File: config.mk
export PLATFORM = sky130hd
export DESIGN_NAME = rs_enc_parity_gen
export DESIGN_NICKNAME = d
export VERILOG_FILES = /design/src/rtl/rs_enc_parity_gen_pkg.sv /design/src/rtl/rs_enc_lfsr.sv /design/src/rtl/rs_enc_parity_gen.sv
export SDC_FILE = /design/constraint.sdc
export NUM_CORES = 1
export LEC_CHECK = 0
export BUFFER_PORTS_ARGS = -buffer_cell sky130_fd_sc_hd__buf_2
export CAP_MARGIN = 20
export CORE_MARGIN = 2
export CORE_UTILIZATION = 50
export CTS_CLUSTER_DIAMETER = 200
export DETAILED_ROUTE_END_ITERATION = 8
export GPL_TIMING_DRIVEN = 0
export PLACE_DENSITY_LB_ADDON = 0.2
export SLEW_MARGIN = 20
export SYNTH_ARGS = -nofsm -noshare
export SYNTH_HDL_FRONTEND = slang
export SYNTH_SLANG_ARGS = --single-unit
File: constraint.sdc
create_clock -name i_clk -period 3.2 [get_ports i_clk]
set_input_delay 0.48 -clock i_clk [delete_from_list [all_inputs] [get_ports i_clk]]
set_output_delay 0.48 -clock i_clk [all_outputs]
set_load 0.01 [all_outputs]
File: src/rtl/rs_enc_parity_gen_pkg.sv
// Shared RS(32,28) constants and GF(256) helpers for the encoder/decoder pair.
package rs_enc_parity_gen_pkg;

    // GF(256) primitive polynomial x^8+x^4+x^3+x^2+1
    localparam logic [8:0] GF_POLY         = 9'h11D;
    localparam int         RS_PARITY_BYTES = 4;

    // g(x) = (x+1)(x+2)(x+4)(x+8) = x^4 + G3.x^3 + G2.x^2 + G1.x + G0
    localparam logic [7:0] G3 = 8'h0F;
    localparam logic [7:0] G2 = 8'h36;
    localparam logic [7:0] G1 = 8'h78;
    localparam logic [7:0] G0 = 8'h40;

    typedef enum logic {
        S_DATA   = 1'b0,
        S_PARITY = 1'b1
    } state_t;

    // GF(256) multiply; with one constant operand this folds to an XOR tree
    function automatic logic [7:0] gf_mul(input logic [7:0] a, input logic [7:0] b);
        logic [7:0] acc;
        logic [7:0] x;
        acc = '0;
        x   = a;
        for (int i = 0; i < 8; i++) begin
            if (b[i]) acc = acc ^ x;
            x = x[7] ? ((x << 1) ^ GF_POLY[7:0]) : (x << 1);
        end
        return acc;
    endfunction

endpackage

File: src/rtl/rs_enc_lfsr.sv
// Parity divider for the RS encoder: 4x8-bit LFSR dividing by g(x).
// step feeds a message byte in; shift drains parity out through p3.
import rs_enc_parity_gen_pkg::*;

module rs_enc_lfsr (
    input  logic       i_clk,
    input  logic       i_resb,
    input  logic       i_clear,
    input  logic       i_step,
    input  logic       i_shift,
    input  logic [7:0] i_data,
    output logic [7:0] o_p3,
    output logic [7:0] o_p2,
    output logic [7:0] o_p1,
    output logic [7:0] o_p0
);

    logic [7:0] fb;
    logic [7:0] fb_g3, fb_g2, fb_g1, fb_g0;

    assign fb    = i_data ^ o_p3;
    assign fb_g3 = gf_mul(fb, G3);
    assign fb_g2 = gf_mul(fb, G2);
    assign fb_g1 = gf_mul(fb, G1);
    assign fb_g0 = gf_mul(fb, G0);

    // Parity registers: clear beats step beats shift
    always_ff @(posedge i_clk or negedge i_resb) begin
        if (!i_resb) begin
            o_p3 <= '0;
            o_p2 <= '0;
            o_p1 <= '0;
            o_p0 <= '0;
        end else if (i_clear) begin
            o_p3 <= '0;
            o_p2 <= '0;
            o_p1 <= '0;
            o_p0 <= '0;
        end else if (i_step) begin
            o_p3 <= o_p2 ^ fb_g3;
            o_p2 <= o_p1 ^ fb_g2;
            o_p1 <= o_p0 ^ fb_g1;
            o_p0 <= fb_g0;
        end else if (i_shift) begin
            o_p3 <= o_p2;
            o_p2 <= o_p1;
            o_p1 <= o_p0;
            o_p0 <= '0;
        end
    end

endmodule

File: src/rtl/rs_enc_parity_gen.sv
// Systematic RS(DATA_BYTES+4, DATA_BYTES) encoder: passes message bytes
// through a one-deep output slot, then appends p3..p0 from the LFSR.
import rs_enc_parity_gen_pkg::*;

module rs_enc_parity_gen #(
    parameter int DATA_BYTES = 28
) (
    input  logic       i_clk,
    input  logic       i_resb,
    input  logic       i_frame_sync,
    input  logic [7:0] i_data,
    input  logic       i_valid,
    output logic       o_ready,
    output logic [7:0] o_data,
    output logic       o_valid,
    input  logic       i_ready,
    output logic       o_first,
    output logic       o_last
);

    localparam int              CNT_W     = 8;
    localparam logic [CNT_W-1:0] LAST_DATA = CNT_W'(DATA_BYTES - 1);
    localparam logic [CNT_W-1:0] LAST_PAR  = CNT_W'(RS_PARITY_BYTES - 1);

    state_t            state, state_nxt;
    logic [CNT_W-1:0]  cnt;
    logic              load_en, in_xfer, par_load;
    logic [7:0]        p3, p2, p1, p0;

    // Output slot can take a new byte when empty or being drained this cycle
    assign load_en  = !o_valid || i_ready;
    assign o_ready  = (state == S_DATA) && load_en && !i_frame_sync;
    assign in_xfer  = i_valid && o_ready;
    assign par_load = (state == S_PARITY) && load_en && !i_frame_sync;

    rs_enc_lfsr u_lfsr (
        .i_clk   (i_clk),
        .i_resb  (i_resb),
        .i_clear (i_frame_sync),
        .i_step  (in_xfer),
        .i_shift (par_load),
        .i_data  (i_data),
        .o_p3    (p3),
        .o_p2    (p2),
        .o_p1    (p1),
        .o_p0    (p0)
    );

    // State register
    always_ff @(posedge i_clk or negedge i_resb) begin
        if (!i_resb) state <= S_DATA;
        else         state <= state_nxt;
    end

    // Next state: data phase until last message byte, parity phase for 4 loads
    always_comb begin
        state_nxt = state;
        if (i_frame_sync) begin
            state_nxt = S_DATA;
        end else begin
            case (state)
                S_DATA:   if (in_xfer && cnt == LAST_DATA) state_nxt = S_PARITY;
                S_PARITY: if (par_load && cnt == LAST_PAR) state_nxt = S_DATA;
                default:  state_nxt = S_DATA;
            endcase
        end
    end

    // Byte counter, reused for message and parity positions
    always_ff @(posedge i_clk or negedge i_resb) begin
        if (!i_resb) begin
            cnt <= '0;
        end else if (i_frame_sync) begin
            cnt <= '0;
        end else if (in_xfer) begin
            cnt <= (cnt == LAST_DATA) ? '0 : cnt + 1'b1;
        end else if (par_load) begin
            cnt <= (cnt == LAST_PAR) ? '0 : cnt + 1'b1;
        end
    end

    // Output slot: load message or parity, drop valid when drained empty-handed
    always_ff @(posedge i_clk or negedge i_resb) begin
        if (!i_resb) begin
            o_data  <= '0;
            o_valid <= 1'b0;
            o_first <= 1'b0;
            o_last  <= 1'b0;
        end else if (i_frame_sync) begin
            o_valid <= 1'b0;
            o_first <= 1'b0;
            o_last  <= 1'b0;
        end else if (in_xfer) begin
            o_data  <= i_data;
            o_valid <= 1'b1;
            o_first <= (cnt == '0);
            o_last  <= 1'b0;
        end else if (par_load) begin
            o_data  <= p3;
            o_valid <= 1'b1;
            o_first <= 1'b0;
            o_last  <= (cnt == LAST_PAR);
        end else if (o_valid && i_ready) begin
            o_valid <= 1'b0;
        end
    end

endmodule

---- Word level (Yosys, flattened, before mapping) ----
Cells that the tools add are included.
storage, ports and cells
  bits in registers ....................... 52
  bits in latches ......................... 0
  memory bits (writable) .................. 0
  ROM bits ................................ 0
  input bits .............................. 13
  output and inout bits ................... 12
  word-level logic and storage cells ...... 89
  memories kept ........................... 0
operators by class
  add/sub/neg operators ................... 1
  $mul .................................... 0
  div/mod/pow operators ................... 0
  $lt $le $gt $ge ......................... 0
  eq/ne operators ......................... 2
  shift operators ......................... 0
  mux-type cells .......................... 39
  bitwise gates (word level) .............. 21
  reduce and logical (&&, ||, !) cells .... 16
operators with widths
  operator                                                          number
  8-bit 2-to-1 mux                                                  19
  8-bit bitwise XOR                                                 13
  5-bit 2-to-1 mux                                                  6
  4-bit inverter                                                    6
  1-bit 2-to-1 mux                                                  13
  8-bit by 1-bit adder with 8-bit output (second input constant)    1
  8-bit by 2-bit == test with 1-bit output (second input constant)  1
  8-bit by 5-bit == test with 1-bit output (second input constant)  1
  1-bit logical AND                                                 8
  8-bit logical NOT                                                 1
  4-bit nonzero test                                                1
  3-bit nonzero test                                                1
  1-bit logical NOT                                                 2
  1-bit inverter                                                    2
  1-bit case mux with 2 select lines                                1
  2-bit AND reduction                                               1
  2-bit nonzero test                                                1
  1-bit logical OR                                                  1

---- Logic depth before layout (Yosys ltp) ----
  depth after elaboration ................. 17
  gate-level depth with buffers ........... 8
  gate-level depth less buffers ........... 6

---- Modules after synthesis ----
A second synthesis with hierarchy kept.
unflattened totals
  cell total of the unflattened synthesis .. 346
  area, all modules ....................... 3535.9 µm²
modules (own cells, without submodules)
  module             instances  cells an instance  area an instance (µm²)  sequential area each (µm²)
  rs_enc_lfsr        1          237                2488.6                  800.8
  rs_enc_parity_gen  1          109                1047.3                  500.5

---- Worst setup path before layout ----
Ideal clock, no wire load.
  path type ............................... input -> register
  start ................................... input i_data[5]
  end ..................................... register u_lfsr.o_p1[1]
  library setup time ...................... 0.134 ns
  arrival time ............................ 2.073 ns
  data required time ...................... 3.066 ns
  path slack .............................. 0.993 ns
  stages on the path ...................... 6
  buffers on the path ..................... 0
  cell sequence ........................... xnor2_2 > xor2_2 > xor3_4 > nor2_1 > xnor2_1 > o21ai_0
between the ends
  word-level cells in the longest chain between the ends .. 9
RTL lines
  item                             line                         text
  start, declared                  rs_enc_parity_gen.sv:11      input logic [7:0] i_data,
  8-bit bitwise XOR                rs_enc_lfsr.sv:21            assign fb = i_data ^ o_p3;
  5-bit 2-to-1 mux (2 in series)   rs_enc_parity_gen_pkg.sv:27  x = x[7] ? ((x << 1) ^ GF_POLY[7:0]) : (x << 1);
  8-bit bitwise XOR (3 in series)  rs_enc_parity_gen_pkg.sv:26  if (b[i]) acc = acc ^ x;
  8-bit bitwise XOR                rs_enc_lfsr.sv:42            o_p1 <= o_p0 ^ fb_g1;
  8-bit 2-to-1 mux                 rs_enc_lfsr.sv:39            end else if (i_step) begin
  8-bit 2-to-1 mux                 rs_enc_lfsr.sv:34            end else if (i_clear) begin
  end signal, assigned             rs_enc_lfsr.sv:42
  end signal, assigned             rs_enc_lfsr.sv:47            o_p1 <= o_p0;
  end, declared                    rs_enc_lfsr.sv:14            output logic [7:0] o_p1,
No other way between the ends.
A chain may end at the register's enable or synchronous reset.

---- Final worst setup path ----
  start ................................... register u_lfsr.o_p3[5]
  end ..................................... register u_lfsr.o_p3[6]
between the ends
  word-level cells in the longest chain between the ends .. 7
RTL lines
  item                             line                         text
  start, declared                  rs_enc_lfsr.sv:12            output logic [7:0] o_p3,
  start signal, assigned           rs_enc_lfsr.sv:40            o_p3 <= o_p2 ^ fb_g3;
  start signal, assigned           rs_enc_lfsr.sv:45            o_p3 <= o_p2;
  8-bit bitwise XOR                rs_enc_lfsr.sv:21
  8-bit bitwise XOR (3 in series)  rs_enc_parity_gen_pkg.sv:26
  8-bit bitwise XOR                rs_enc_lfsr.sv:40
  8-bit 2-to-1 mux                 rs_enc_lfsr.sv:39
  8-bit 2-to-1 mux                 rs_enc_lfsr.sv:34
No other way between the ends.

==> impl_metrics.tcl <==
set metrics [dict create \
    status "finished, final reports clean" \
    ys_warn_count 0 \
    worstHoldPathType "input pin to asynchronous set/reset pin" \
    async_reset_ff_share_pct 100 \
    ant_nets 0 \
    worstSetupPathType "flop to flop" \
    synth_edf_count 0 \
    core.rowCount 28 \
    place_congestion 0.884 \
    muxShareOfSynthArea_pct 1.02 \
    die_area_um2 6780 \
    place_area_um2 3280 \
    ios 25 \
    grt_pass1_vias 2183 \
    grt_usage_pct 23.1 \
    setup-violations-final 0 \
    max-vdd-ir-drop_v 0.000366 \
    n_fill_cell 522 \
    grt_start_max_net_pins 53 \
    cp_slowest_stage_delay_ns 0.58 \
    clock_sinks 52 \
    diodes 0 \
    h-tree-depth 2 \
    initial_core_util_pct 51.8 \
    skew_ns 0.00893 \
    rsz0062_at_grt "false" \
    cp.required_ns 3.38 \
    post-cts-setup-buffer-count 0 \
    power_mw 2.84 \
    setup_tns_ns 0 \
    cts_tree "done" \
    stdcell_area_um2 3410 \
    synth_cells 293 \
    numPortBuffers 23 \
    synth_fa_ha_area_share_pct 0.816 \
    grt_antenna_before_repair 0 \
    powerDensity_nw_per_um2 833 \
    nNetsFinal 338 \
    dp_hpwl_um 4940 \
    first_pass_iters 4 \
    fin_crit_sh_pct 74.7 \
    vias 2273 \
    clock.fmax_mhz 418 \
    cp-startpoint "u_lfsr.o_p3[5]" \
    ys.flop_type "dfrtp_1" \
    drt-wirelength-per-cell_um 17.5 \
    grt_overflow 0 \
    chipWidth_um 82.3 \
    wirelength_um 6970 \
    finalWorstSetupSlack_ns 0.808 \
    fin_crit_ns 2.39 \
    startpoint_type "flop" \
    core_area_um2 5920 \
    drive_gt1_share_pct 15.7 \
    worst_pin_slew_ns 0.923 \
    dr.first_iter.drc_count 169 \
    endpoint_kind "flop" \
    ff2ff_path_depth 6 \
    maxSlewHeadroom_pct 38.0 \
    place_ws_ns 0.630 \
    rr_endpoint "u_lfsr.o_p3[6]" \
    cp.arrival_ns 2.58 \
    worst_path_dominant_cell_family "XOR/XNOR gates" \
    syn_nets 308 \
    area_delta_synth_final_pct 11.0 \
    final-max-slew-violation-count 0 \
    grt_pass1_wl_um 11400 \
    clk_latency_ns 0.31 \
    post-route-drc-count 0 \
    netlist-cell-type-count 43 \
    synth_xor_area_share_pct 24.6 \
    seq_area_frac_synth_pct 42.4 \
    r2r-start "u_lfsr.o_p3[5]" \
    cts_resized 0 \
    synth_top_family_by_area "XOR/XNOR gates" \
    p_leak_nw 1.56 \
    worst-r2r-setup-slack_ns 0.81 \
    critPathBufInv 0 \
    crit_chain "xnor2_2, xor2_2, xor3_4, nor2_1, xnor2_1, o21ai_0" \
    numCtsBuffers 5 \
    vias_per_cell 5.70 \
    maxCapViolCount 0 \
    root_buffer "clkbuf_8" \
    cts.hold.buffers_added 0 \
    syn_area_um2 3070 \
    cp_slowest_cell "xor3_4" \
    synth.avg_cell_area_um2 10.5 \
    ys_ff_latch 52 \
    critical_path.max_fanout 7 \
    fin_util_pct 57.5 \
    hold_viol_final 0 \
    clockBufferDepth 2 \
    synth_compound_area_share_pct 16.4 \
    clkTransAtPathRegs_ns 0.10 \
    yosys.area_share.simple_pct 11.6 \
    fp.dieH_um 82.3 \
]
worst register-to-register path: cells and delay by family (launching register included):
family | cells | cell delay [ns]
XOR/XNOR | 4 | 1.57
flip-flops | 1 | 0.43
AND/OR/NAND/NOR | 1 | 0.19
AO/OA/AOI/OAI | 1 | 0.09
kinds of logic after synthesis:
kind of cell	Yosys count
simple gates	81
compound gates	71
xor+xnor	60
flops	52
buf+inv	24
mux	3
fa+ha+maj	2
sequential cells by signal, indices dropped and copies added (netlist names), 8 cells and up:
| name | cells |
|---|---|
| cnt | 8 |
| o_data | 8 |
| u_lfsr.o_p0 | 8 |
| u_lfsr.o_p1 | 8 |
| u_lfsr.o_p2 | 8 |
| u_lfsr.o_p3 | 8 |
cell usage after synthesis, drive strengths merged, types with 3 or more instances:
master	n	area share, %
o21ai	25	4.1
clkbuf	11	1.3
a222oi	9	2.9
a21o	3	0.73
a211o	3	0.86
o311ai	8	2.3
dfrtp	52	42
nor3	5	0.82
nor2	17	2.1
xnor2	46	17
xnor3	6	4.4
inv	11	1.3
o211ai	8	2.0
a21oi	5	0.82
xor2	7	2.5
a22o	3	0.86
nand2	40	4.9
nand3	6	0.98
and3	4	0.82
how the worst max path moves through the flow:
| stage | endpoint | depth (start not counted) |
|---|---|---|
| finish | u_lfsr.o_p3[6] | 6 |
| global route | u_lfsr.o_p1[6] | 6 |
| CTS | u_lfsr.o_p3[6] | 6 |
| detailed placement | u_lfsr.o_p3[6] | 7 |
| global placement | u_lfsr.o_p3[6] | 7 |
| floorplan | u_lfsr.o_p1[1] | 6 |
layer usage:
layer	GRT usage [%]	vias up	part of all wire, %
met5	0	-	0
met4	9.17	0	1.0
met3	3.80	4	3.4
met2	35.2	40	48
met1	33.0	1125	48
li1	-	1104	-
power by group:
group	internal (mW)	total [mW]	switching [mW]
Sequential	0.805	0.934	0.130
Clock	0.276	0.496	0.220
Combinational	0.733	1.41	0.675
layout make-up:
| cell class | instances | area, um2 | share of cell area (%) |
|---|---|---|---|
| Clock buffer | 7 | 96.3 | 2.83 |
| Timing Repair Buffer | 23 | 118 | 3.45 |
| Inverter | 11 | 41.3 | 1.21 |
| Tap cell | 75 | 93.8 | 2.76 |
| Clock inverter | 1 | 30.0 | 0.882 |
| Buffer | 13 | 56.3 | 1.65 |
| Sequential cell | 52 | 1300 | 38.2 |
| Multi-Input combinational cell | 217 | 1670 | 49.0 |
through the flow:
| stage | hold slack (ns) | std cells |
|---|---|---|
| floorplan | 0.184 | 293 |
| global placement | 0.461 | 391 |
| detailed placement | 0.465 | 391 |
| CTS | 0.218 | 399 |
| global route | 0.253 | 399 |
| finish | 0.176 | 399 |
placed cells by master (no fill, tap or decap), types with 7 or more instances in the layout:
cell,synthesis,routed
dfrtp_1,52,52
nand2_1,40,40
xnor2_1,34,34
o21ai_0,24,24
buf_2,0,22
nor2_1,17,17
inv_1,11,11
clkbuf_1,11,11
xnor2_2,10,10
a222oi_1,9,9
o211ai_1,8,8
o311ai_0,7,7
clkbuf_8,0,7
Note: power is estimated with default switching activity, not from simulation.
